`src/rtl/exec_pkg.sv`:
```
// Shared execute-stage types and constants: condition-code layout, ifun encodings, reset values.
package exec_pkg;

   localparam int DEF_WIDTH = 64;

   typedef struct packed {
      logic zf;
      logic sf;
      logic of;
   } cc_t;

   localparam cc_t CC_RESET = 3'b100;

   localparam logic [3:0] C_ALWAYS = 4'd0;
   localparam logic [3:0] C_LE     = 4'd1;
   localparam logic [3:0] C_L      = 4'd2;
   localparam logic [3:0] C_E      = 4'd3;
   localparam logic [3:0] C_NE     = 4'd4;
   localparam logic [3:0] C_GE     = 4'd5;
   localparam logic [3:0] C_G      = 4'd6;

endpackage

```
`src/rtl/exec_cond_eval.sv`:
```
// Combinational jXX/cmovXX condition evaluation from a condition-code value.
module exec_cond_eval
   import exec_pkg::*;
(
   input  cc_t        cc,
   input  logic [3:0] ifun,
   output logic       cnd
);

   logic lt;

   assign lt = cc.sf ^ cc.of;

   always_comb begin
      cnd = 1'b0;
      case (ifun)
         C_ALWAYS: cnd = 1'b1;
         C_LE:     cnd = lt | cc.zf;
         C_L:      cnd = lt;
         C_E:      cnd = cc.zf;
         C_NE:     cnd = !cc.zf;
         C_GE:     cnd = !lt;
         C_G:      cnd = !lt & !cc.zf;
         default:  cnd = 1'b0;
      endcase
   end

endmodule

```
`src/rtl/exec_cc_stage.sv`:
```
// Execute back end: CC register, condition evaluation and a 2-entry skid buffer toward memory/writeback.
// Optional stall counter enabled by defining EXEC_CC_PERF_EN.
module exec_cc_stage
   import exec_pkg::*;
#(
   parameter int WIDTH  = DEF_WIDTH,
   parameter int PERF_W = 32
)
(
   input  logic              clk,
   input  logic              rst_n,
   input  logic              flush,
   input  logic              in_valid,
   output logic              in_ready,
   input  logic [WIDTH-1:0]  in_result,
   input  logic              in_overflow,
   input  logic              in_set_cc,
   input  logic [3:0]        in_ifun,
   output logic              out_valid,
   input  logic              out_ready,
   output logic [WIDTH-1:0]  out_result,
   output logic              out_cnd,
   output logic [2:0]        out_cc,
   output logic [PERF_W-1:0] perf_stall_cnt
);

   typedef struct packed {
      logic [WIDTH-1:0] result;
      logic             cnd;
      cc_t              cc;
   } entry_t;

   cc_t    cc_reg;
   cc_t    cc_new;
   cc_t    cc_after;
   entry_t m_reg;
   entry_t s_reg;
   entry_t in_entry;
   logic   m_valid_reg;
   logic   s_valid_reg;
   logic   accept;
   logic   xfer;
   logic   cnd;

   // in_ready comes straight from the skid-valid flop, so it is registered
   assign in_ready = !s_valid_reg;
   assign accept   = in_valid & in_ready;
   assign xfer     = m_valid_reg & out_ready;

   always_comb begin
      cc_new.zf = (in_result == '0);
      cc_new.sf = in_result[WIDTH-1];
      cc_new.of = in_overflow;
   end

   assign cc_after = in_set_cc ? cc_new : cc_reg;

   // Condition sees the CC before this transaction's own update
   exec_cond_eval u_cond (
      .cc   (cc_reg),
      .ifun (in_ifun),
      .cnd  (cnd)
   );

   always_comb begin
      in_entry.result = in_result;
      in_entry.cnd    = cnd;
      in_entry.cc     = cc_after;
   end

   always_ff @(posedge clk or negedge rst_n) begin
      if (!rst_n) begin
         cc_reg      <= CC_RESET;
         m_valid_reg <= 1'b0;
         s_valid_reg <= 1'b0;
         m_reg       <= '{result: '0, cnd: 1'b0, cc: CC_RESET};
         s_reg       <= '{result: '0, cnd: 1'b0, cc: CC_RESET};
      end else if (flush) begin
         m_valid_reg <= 1'b0;
         s_valid_reg <= 1'b0;
      end else begin
         if (accept && in_set_cc) begin
            cc_reg <= cc_new;
         end
         if (!m_valid_reg || xfer) begin
            if (s_valid_reg) begin
               m_reg       <= s_reg;
               m_valid_reg <= 1'b1;
               s_valid_reg <= 1'b0;
            end else begin
               m_valid_reg <= accept;
               if (accept) begin
                  m_reg <= in_entry;
               end
            end
         end else if (accept) begin
            s_reg       <= in_entry;
            s_valid_reg <= 1'b1;
         end
      end
   end

   assign out_valid  = m_valid_reg;
   assign out_result = m_reg.result;
   assign out_cnd    = m_reg.cnd;
   assign out_cc     = m_reg.cc;

`ifdef EXEC_CC_PERF_EN
   logic [PERF_W-1:0] perf_reg;

   always_ff @(posedge clk or negedge rst_n) begin
      if (!rst_n) begin
         perf_reg <= '0;
      end else if (m_valid_reg && !out_ready && (perf_reg != '1)) begin
         perf_reg <= perf_reg + 1'b1;
      end
   end

   assign perf_stall_cnt = perf_reg;
`else
   assign perf_stall_cnt = '0;
`endif

endmodule
```
`config.mk`:
```
export PLATFORM = sky130hd
export DESIGN_NAME = exec_cc_stage
export DESIGN_NICKNAME = d
export VERILOG_FILES = /design/src/rtl/exec_pkg.sv /design/src/rtl/exec_cond_eval.sv /design/src/rtl/exec_cc_stage.sv
export SDC_FILE = /design/constraint.sdc
export NUM_CORES = 1
export LEC_CHECK = 0
export BUFFER_PORTS_ARGS = -buffer_cell sky130_fd_sc_hd__buf_4
export CAP_MARGIN = 20
export CORE_MARGIN = 1.5
export CORE_UTILIZATION = 55
export DETAILED_ROUTE_END_ITERATION = 10
export GPL_TIMING_DRIVEN = 0
export PLACE_DENSITY_LB_ADDON = 0.12
export SLEW_MARGIN = 15
export SYNTH_ARGS = -nofsm -noshare
export SYNTH_HDL_FRONTEND = slang
export SYNTH_SLANG_ARGS = --single-unit
```
`constraint.sdc`:
```
create_clock -name clk -period 2.85 [get_ports clk]
set_clock_uncertainty 0.15 [all_clocks]
set_input_delay 0.4275 -clock clk [delete_from_list [all_inputs] [get_ports clk]]
set_output_delay 0.4275 -clock clk [all_outputs]
set_load 0.01 [all_outputs]
```
==> Yosys cells after proc, flatten, opt, wreduce, memory -nomap -nowiden <==
Index checks and enable logic that the tools add are counted.
{ "classes": {"n_reduce_logical": 14, "bitwise_logic": 7, "n_mux": 10, "eq_ne": 6} }
{ "op_table": {"columns": ["operator", "n"], "rows": [
  ["68-bit two-way mux", 2],
  ["64-bit zero test", 1],
  ["4-bit by 3-bit equality test with 1-bit output, second input constant", 3],
  ["4-bit by 2-bit equality test with 1-bit output, second input constant", 2],
  ["1-bit case mux with 7 select lines", 1],
  ["1-bit two-way mux", 6],
  ["3-bit AND reduction", 2],
  ["4-bit by 1-bit equality test with 1-bit output, second input constant", 1],
  ["1-bit zero test", 4],
  ["4-bit zero test", 1],
  ["2-bit nonzero test", 2],
  ["1-bit bitwise AND", 3],
  ["3-bit two-way mux", 1],
  ["3-bit nonzero test", 1],
  ["1-bit NOT", 2],
  ["2-bit AND reduction", 1],
  ["1-bit logical AND", 1],
  ["1-bit logical OR", 1],
  ["1-bit OR", 1],
  ["1-bit bitwise XOR", 1]
]} }
{ "word_totals": {"inputBits": 75, "out_inout_bits": 102, "wordCells": 52, "reg_bits": 141} }

==> Longest topological paths before layout <==
Gate-level depths: netlist (run 1).
{ "depth": {"word_depth": 6, "ltp_mapped": 6} }

==> Hierarchy <==
From an unflattened synthesis (run 1), not the netlist that was laid out.
{ "unflattened": {"cells_unflattened": 528, "hier_area_um2": 6371.1} }
{ "modules_own_cells": {"columns": ["module", "area_each_um2", "seq_area_each_um2", "n_inst", "cells_each"], "rows": [
  ["exec_cc_stage", 6289.8, 3532.1, 1, 518],
  ["exec_cond_eval", 81.3, 0.0, 1, 10]
]} }

==> Worst setup path after synthesis (run 1) <==
No wires, ideal clock.
{ "synth_timing": {"path_type": "input to register", "from": "input out_ready", "to": "register m_reg (netlist bit out_cc[0])", "stages": 4, "path_buffers": 1, "arrival_time_ps": 1442, "slack_ps": 1130, "setup_ps": 128, "path_cell_list": "and2b_1 -> nor3_4 -> buf_2 -> mux2_1"} }
{ "synth_via": {"elab_chain_len": 3} }
{ "synth_lines": {"columns": ["element", "line", "rtl"], "rows": [
  ["start, declared", "exec_cc_stage.sv:20", "input logic out_ready,"],
  ["1-bit bitwise AND", "exec_cc_stage.sv:48", "assign xfer = m_valid_reg & out_ready;"],
  ["1-bit logical OR", "exec_cc_stage.sv:85", "if (!m_valid_reg || xfer) begin"],
  ["3-bit AND reduction (no source line)", null, null],
  ["end signal, assigned", "exec_cc_stage.sv:76", "m_reg <= '{result: '0, cnd: 1'b0, cc: CC_RESET};"],
  ["end signal, assigned", "exec_cc_stage.sv:87", "m_reg <= s_reg;"],
  ["end signal, assigned", "exec_cc_stage.sv:93", "m_reg <= in_entry;"],
  ["end, declared", "exec_cc_stage.sv:36", "entry_t m_reg;"]
]} }
No other way between the ends.
A chain may end at the register's enable or synchronous reset.

==> Worst setup path after layout (run 1) <==
{ "layout_timing": {"from": "register s_valid_reg", "to": "register m_reg (netlist bit out_result[39])"} }
{ "layout_via": {"elab_chain_len": 4} }
{ "layout_lines": {"columns": ["element", "line", "rtl"], "rows": [
  ["start, declared", "exec_cc_stage.sv:40", "logic s_valid_reg;"],
  ["start signal, assigned", "exec_cc_stage.sv:75", "s_valid_reg <= 1'b0;"],
  ["start signal, assigned", "exec_cc_stage.sv:80", "s_valid_reg <= 1'b0;"],
  ["start signal, assigned", "exec_cc_stage.sv:89", "s_valid_reg <= 1'b0;"],
  ["1-bit zero test", "exec_cc_stage.sv:46", "assign in_ready = !s_valid_reg;"],
  ["1-bit bitwise AND", "exec_cc_stage.sv:47", "assign accept = in_valid & in_ready;"],
  ["2-bit nonzero test (no source line)", null, null],
  ["3-bit AND reduction (no source line)", null, null]
]} }
Parallel ways exist; a longest one is shown, timed or not.

==> flow_metrics.env, run 1 <==
export IMPL_min_period_ns=2.037
export IMPL_placed_cells=845
export IMPL_cpMostUsedCell="buf_2"
export IMPL_start_util=0.5713
export IMPL_setup_tns_ns=0
export IMPL_peakVddDrop_mv=0.3844
export IMPL_fmaxAchievable_ghz=0.4909
export IMPL_ys_seq_area_frac=0.5629
export IMPL_grtUsageTotal=0.2579
export IMPL_p_leak_nw=3.770
export IMPL_io_pins=177
export IMPL_die_x_um=109.8
export IMPL_intPower_mw=4.533
export IMPL_dr_pass1_iters=8
export IMPL_slowest_stage="nor3_4"
export IMPL_p_sw_mw=1.573
export IMPL_overflow=0
export IMPL_area_growth_pct=32.68
export IMPL_drc=0
export IMPL_maxCapViolations=0
export IMPL_vias=4677
export IMPL_setup_ws_ns=0.8128
export IMPL_finish_net_count=800
export IMPL_cts_root_buffer="clkbuf_16"
export IMPL_syn_cell_area_um2=6275
export IMPL_power_mw=6.106
export IMPL_synth_seq_cells=141
export IMPL_io_buffer_count=144
export IMPL_p_seq_frac=0.434
export IMPL_gp_congestion=0.7784
export IMPL_nFillCells=760
export IMPL_path_buf_inv=3
export IMPL_fin_crit_sh=0.7148
export IMPL_yosysUniqueCellTypes=29
export IMPL_finalSetupViolations=0
export IMPL_largest_register_ffs=68
export IMPL_grt_pass1_vias=4740
export IMPL_finalNonFillerCells=878
export IMPL_routedWlPerCell_um=16.77
export IMPL_cts_sinks=141
export IMPL_dieArea_um2=12060
export IMPL_cts_tree="yes"
export IMPL_ant_nets=0
export IMPL_die_h_um=109.8
export IMPL_insertion_delay_ns=0.41
export IMPL_switching_share=0.2576
export IMPL_dr_first_iter_drc_count=148
export IMPL_hold_path_class="input pin to register"
export IMPL_path_clk_slew_ns=0.06
export IMPL_hold_violations=0
export IMPL_diodes=0
export IMPL_p_per_area_nw_per_um2=733.4
export IMPL_critPathTopFamily="buffers and inverters"
export IMPL_dp_hpwl_um=10480
export IMPL_rows=38
export IMPL_hold_ws_ns=0.07317
export IMPL_synthCells=529
export IMPL_antenna_found_initial=0
export IMPL_tightest_slew_ns=0.7490
export IMPL_postCtsSetupRepairBufs=0
export IMPL_slowest_delay_ns=0.37
export IMPL_finalMaxSlewViolations=0
export IMPL_via_per_inst=5.327
export IMPL_power_share_clock=0.382
export IMPL_end_kind="register"
export IMPL_grt_max_degree=88
export IMPL_dp_slack_ns=0.6583
export IMPL_rsz0062_at_grt="false"
export IMPL_startpoint_type="register"
export IMPL_ys_warnings_count=0
export IMPL_syn_area_per_cell_um2=11.86
export IMPL_crit_chain="buf_2 -> nor2_1 -> nor3_4 -> buf_2 -> buf_2 -> a21oi_1"
export IMPL_worstPathRequired_ns=2.98
export IMPL_wl_um=14720
export IMPL_power_frac_comb=0.184
export IMPL_grt_first_pass_wirelength_um=23180
export IMPL_drive_gt1_frac=0.4065
export IMPL_cts_made_buffers=17
export IMPL_arrival_ns=2.17
export IMPL_cp_max_fo=10
export IMPL_core_um2=10980
export IMPL_cts_buffer_depth=2
export IMPL_crit_type="register to register"
export IMPL_htreeDepth=4
export IMPL_slew_headroom=0.5007
export IMPL_status="finished, final reports clean"
## cells in the mapped netlist
cell type / n / area [um^2]
inv_1: 2 / 7.510
clkbuf_1: 8 / 30.03
nand2b_1: 1 / 6.260
nand4_1: 4 / 25.02
nor4_1: 17 / 106.4
nor2_1: 66 / 247.7
o21bai_1: 1 / 7.510
nor3_4: 1 / 16.27
or4_1: 1 / 7.510
xnor2_1: 1 / 8.760
mux2i_1: 67 / 670.6
dfstp_2: 3 / 78.83
a31oi_1: 4 / 25.02
buf_2: 21 / 105.1
buf_4: 32 / 240.2
dfrtp_1: 138 / 3453
mux2_2: 67 / 754.5
and3_1: 1 / 6.260
a21oi_1: 69 / 345.3
conb_1: 1 / 3.750
nand3_1: 1 / 5.000
nor3_1: 2 / 10.01
and2b_1: 1 / 7.510
o21ai_0: 6 / 30.03
mux2_1: 2 / 22.52
nand2_1: 8 / 30.03
nor2b_1: 1 / 6.260
a21o_1: 1 / 7.510
o21ai_1: 2 / 10.01
## cell type report
type                       instances  area (um^2)  share of cell area
buffer                            61        375.4             0.04509
clock buffer                      19        442.9             0.05320
clock inverter                    13        190.2             0.02284
inverter                           2        7.507           0.0009017
multi-input combinational        356         2476              0.2974
sequential                       141         3532              0.4243
tap                              140        175.2             0.02104
timing repair buffer             146         1126              0.1353
## power groups by stage
stage	clock [mW]	sequential [mW]	combinational, mW
2_1_floorplan	0	2.71	0.529
3_3_place_gp	0	2.65	1.08
3_5_place_dp	0	2.68	1.12
4_1_cts	2.36	2.65	1.14
5_1_grt	2.45	2.70	1.24
6_report	2.33	2.65	1.12
## logic make-up (layout without fill, tap and decap cells)
| family | count (synthesis) | in the layout | share of synthesized area |
|---|---|---|---|
| other | 1 | 32 | 0.0005976 |
| multiplexers | 136 | 136 | 0.2307 |
| AO/OA/AOI/OAI | 83 | 83 | 0.06780 |
| XOR/XNOR | 1 | 1 | 0.001396 |
| AND/OR/NAND/NOR | 104 | 104 | 0.07558 |
| flip-flops | 141 | 141 | 0.5629 |
| buffers and inverters | 63 | 241 | 0.06102 |
## per-stage QoR
step	instance area, um^2	utilization
final	8325	0.7580
after global routing	8325	0.7580
after CTS	8325	0.7580
after detailed placement	7682	0.6995
after global placement	7647	0.6963
after floorplan	6391	-
## timing repair
| item | in CTS | in global routing |
|---|---|---|
| endpoints found under the hold margin | 51 | 0 |
| gates resized for setup | 0 | 0 |
| hold buffers | 1 | 0 |
## worst reg2reg max path, delay by kind of cell, from the launching register on
family                 cells  cell delay (ns)
AO/OA/AOI/OAI              1             0.11
buffers and inverters      3             0.84
flip-flops                 1             0.31
AND/OR/NAND/NOR            2             0.51
## per-layer routing
| metal | share of wire | wire, um | GRT usage |
|---|---|---|---|
| met5 | 0 | 0 | 0 |
| met4 | 0.011 | 169 | 0.07792 |
| met3 | 0.077 | 1139 | 0.08417 |
| met2 | 0.51 | 7571 | 0.4366 |
| met1 | 0.40 | 5844 | 0.3143 |
## worst paths after layout
kind / startpoint / to / slack (ns) / cells past startpoint
worst max register to register: s_valid_reg / out_result[39] / 0.81 / 6
min in group asynchronous: rst_n / out_result[46] / 0.37 / 2
max in group asynchronous: rst_n / out_result[18] / 1.41 / 3
worst min register to register: s_reg[0] / s_reg[0] / 0.34 / 2
worst max-delay path: s_valid_reg / out_result[39] / 0.81 / 6
worst min-delay path: flush / out_valid / 0.07 / 2
## placed cells by master, fill, tap and decap left out
cell	count
nand4_1	4
mux2_2	67
conb_1	32
inv_1	2
clkinv_2	1
dfstp_2	3
nor4_1	17
buf_4	175
clkbuf_8	1
dfrtp_1	138
o21ai_0	6
nor2b_1	1
and3_1	1
clkinv_4	3
a21o_1	1
xnor2_1	1
and2b_1	1
o21ai_1	2
clkbuf_1	9
mux2_1	2
o21bai_1	1
nor2_1	66
dlygate4sd3_1	1
inv_6	1
buf_2	21
nand3_1	1
mux2i_1	67
buf_16	1
a31oi_1	4
nand2b_1	1
or4_1	1
bufinv_16	4
nand2_1	8
nor3_1	2
nor3_4	1
buf_8	1
a21oi_1	69
clkbuf_16	17
clkinvlp_4	4
No activity file was read; power rests on OpenSTA's default activity.
==> run 2: changes to the inputs <==
CORE_UTILIZATION = 52   (was 55)
clock period = 1.95 ns   (was 2.85 ns; I/O delays follow)
==> run 2 against run 1 <==
Compared with the run above:
- sequential share of layout area down 3.5 points
- utilization grew 2.3 points
- flip-flop and latch count unchanged
- critical path depth is the same
- critical endpoint is now s_reg[25]
- critical path type is now input pin to register
- sequential power grew 47%
- total power rose by 45%
- worst hold slack got worse by 0.027 ns
- clock power rose by 36%
- via count grew 7.6%
==> flow_metrics.env, run 2 (synthesized netlist as in run 1, its figures left out) <==
export IMPL_status="finished, final reports clean"
export IMPL_grtUsageTotal=0.2677
export IMPL_dpl_cell_area_um2=7686
export IMPL_gp_congestion=0.7711
export IMPL_dr_first_iter_drc_count=333
export IMPL_via_per_inst=5.299
export IMPL_drc=0
export IMPL_crit_type="input pin to register"
export IMPL_largest_register_ffs=68
export IMPL_routedWlPerCell_um=17.49
export IMPL_maxCapViolations=0
export IMPL_slew_headroom=0.4912
export IMPL_fin_crit_sh=0.9764
export IMPL_hold_ws_ns=0.04577
export IMPL_path_clk_slew_ns=0.05
export IMPL_rows=39
export IMPL_regArea_um2=3532
export IMPL_cts_made_buffers=17
export IMPL_hold_path_class="input pin to register"
export IMPL_cp_max_fo=10
export IMPL_tightest_slew_ns=0.7632
export IMPL_setup_ws_ns=0.04600
export IMPL_nFillCells=760
export IMPL_arrival_ns=2.05
export IMPL_overflow=0
export IMPL_cts_tree="yes"
export IMPL_p_per_area_nw_per_um2=974.0
export IMPL_final_common_cell="buf_4"
export IMPL_mostFrequentLayoutCells="buf_4 (177), dfrtp_1 (138), a21oi_1 (68), dlygate4sd3_1 (68)"
export IMPL_io_buffer_count=144
export IMPL_worstPathRequired_ns=2.09
export IMPL_dr_pass1_iters=4
export IMPL_stdcell_area_um2=9076
export IMPL_diodes=0
export IMPL_cts_buffer_depth=2
export IMPL_die_x_um=112.9
export IMPL_rsz0062_at_grt="true"
export IMPL_io_pins=177
export IMPL_end_kind="register"
export IMPL_multi_input_area_um2=2555
export IMPL_die_h_um=112.9
export IMPL_fmaxAchievable_ghz=0.5252
export IMPL_p_leak_nw=4.096
export IMPL_wl_um=16620
export IMPL_dp_hpwl_um=10610
export IMPL_antenna_found_initial=0
export IMPL_hold_violations=0
export IMPL_ant_nets=0
export IMPL_cts_sinks=141
export IMPL_cts_root_buffer="clkbuf_16"
export IMPL_slowest_delay_ns=0.56
export IMPL_core_um2=11610
export IMPL_vias=5034
export IMPL_area_growth_pct=44.65
export IMPL_start_util=0.5403
export IMPL_crit_chain="dlygate4sd3_1 -> buf_4 -> nor2_1 -> nand3_2 -> buf_2 -> mux2_2"
export IMPL_dieArea_um2=12740
export IMPL_grt_max_degree=83
export IMPL_finalSetupViolations=0
export IMPL_startpoint_type="input pin"
export IMPL_finalMaxSlewViolations=0
export IMPL_insertion_delay_ns=0.41
export IMPL_grt_pass1_vias=5154
export IMPL_dp_slack_ns=-0.1806
export IMPL_min_period_ns=1.904
export IMPL_drive_gt1_frac=0.3916
export IMPL_peakVddDrop_mv=0.7176
export IMPL_slowest_stage="dlygate4sd3_1"
export IMPL_finish_net_count=869
export IMPL_grt_first_pass_wirelength_um=26190
export IMPL_htreeDepth=4
==> run 2: cell count changes in the layout (fill, tap and decap cells not counted), moves of 5 or more <==
| cell | before | now |
|---|---|---|
| buf_2 | 21 | 14 |
| clkbuf_2 | 0 | 7 |
| clkbuf_4 | 0 | 5 |
| dlygate4sd3_1 | 1 | 68 |
| nor4_1 | 17 | 9 |
| nor4_2 | 0 | 6 |
==> run 2: timing repair <==
action                                 CTS  global route
gates resized for setup                  6            26
buffers inserted                         3             0
cloned                                   0             0
hold buffers                            69             0
pin swaps                                1             7
endpoints found under the hold margin  127             0
setup endpoints to repair               83           128
==> run 2: metrics by stage <==
stage	util	TNS, ns	std cells	total power, mW
after global placement	0.6588	-21.33	847	5.457
final	0.7815	0	950	8.840
after floorplan	-	0	560	4.728
after CTS	0.7741	-0.5468	952	8.852
after global routing	0.7815	-0.6152	950	9.238
after detailed placement	0.6618	-9.289	848	5.558
==> run 2: final cells by class <==
type	count	share of cell area
Clock inverter	7	0.009374
Timing Repair Buffer	215	0.2006
Sequential cell	141	0.3892
Multi-Input combinational cell	356	0.2815
Tap cell	143	0.01971
Inverter	2	0.0008271
Clock buffer	25	0.05459
Buffer	61	0.04425
==> run 2: path summary, 6_finish.rpt <==
kind / start / endpoint / slack [ns] / cells after the start
max: flush / s_reg[25] / 0.05 / 6
min: in_result[63] / s_reg[67] / 0.05 / 2
max reg2reg: s_valid_reg / s_reg[25] / 0.07 / 5
min reg2reg: s_reg[0] / s_reg[0] / 0.35 / 2
max in group asynchronous: rst_n / cc_reg[2] / 0.61 / 3
min in group asynchronous: rst_n / out_result[46] / 0.25 / 2
==> run 2: routing by layer <==
metal / vias up / part of all wire / GRT usage
li1: 2333 / - / -
met2: 166 / 0.50 / 0.4443
met4: 0 / 0.017 / 0.09917
met1: 2508 / 0.43 / 0.3480
met3: 27 / 0.055 / 0.06052
met5: - / 0 / 0
==> run 2: power by group <==
group	internal [mW]	total, mW	switching [mW]
Combinational	1.00	1.79	0.785
Clock	2.01	3.16	1.15
Sequential	3.55	3.89	0.347
==> run 2: worst max-delay path: cells and delay by family <==
family,cells,cell delay [ns]
buffers and inverters,3,1.01
and+or+nand+nor,2,0.43
muxes,1,0.31
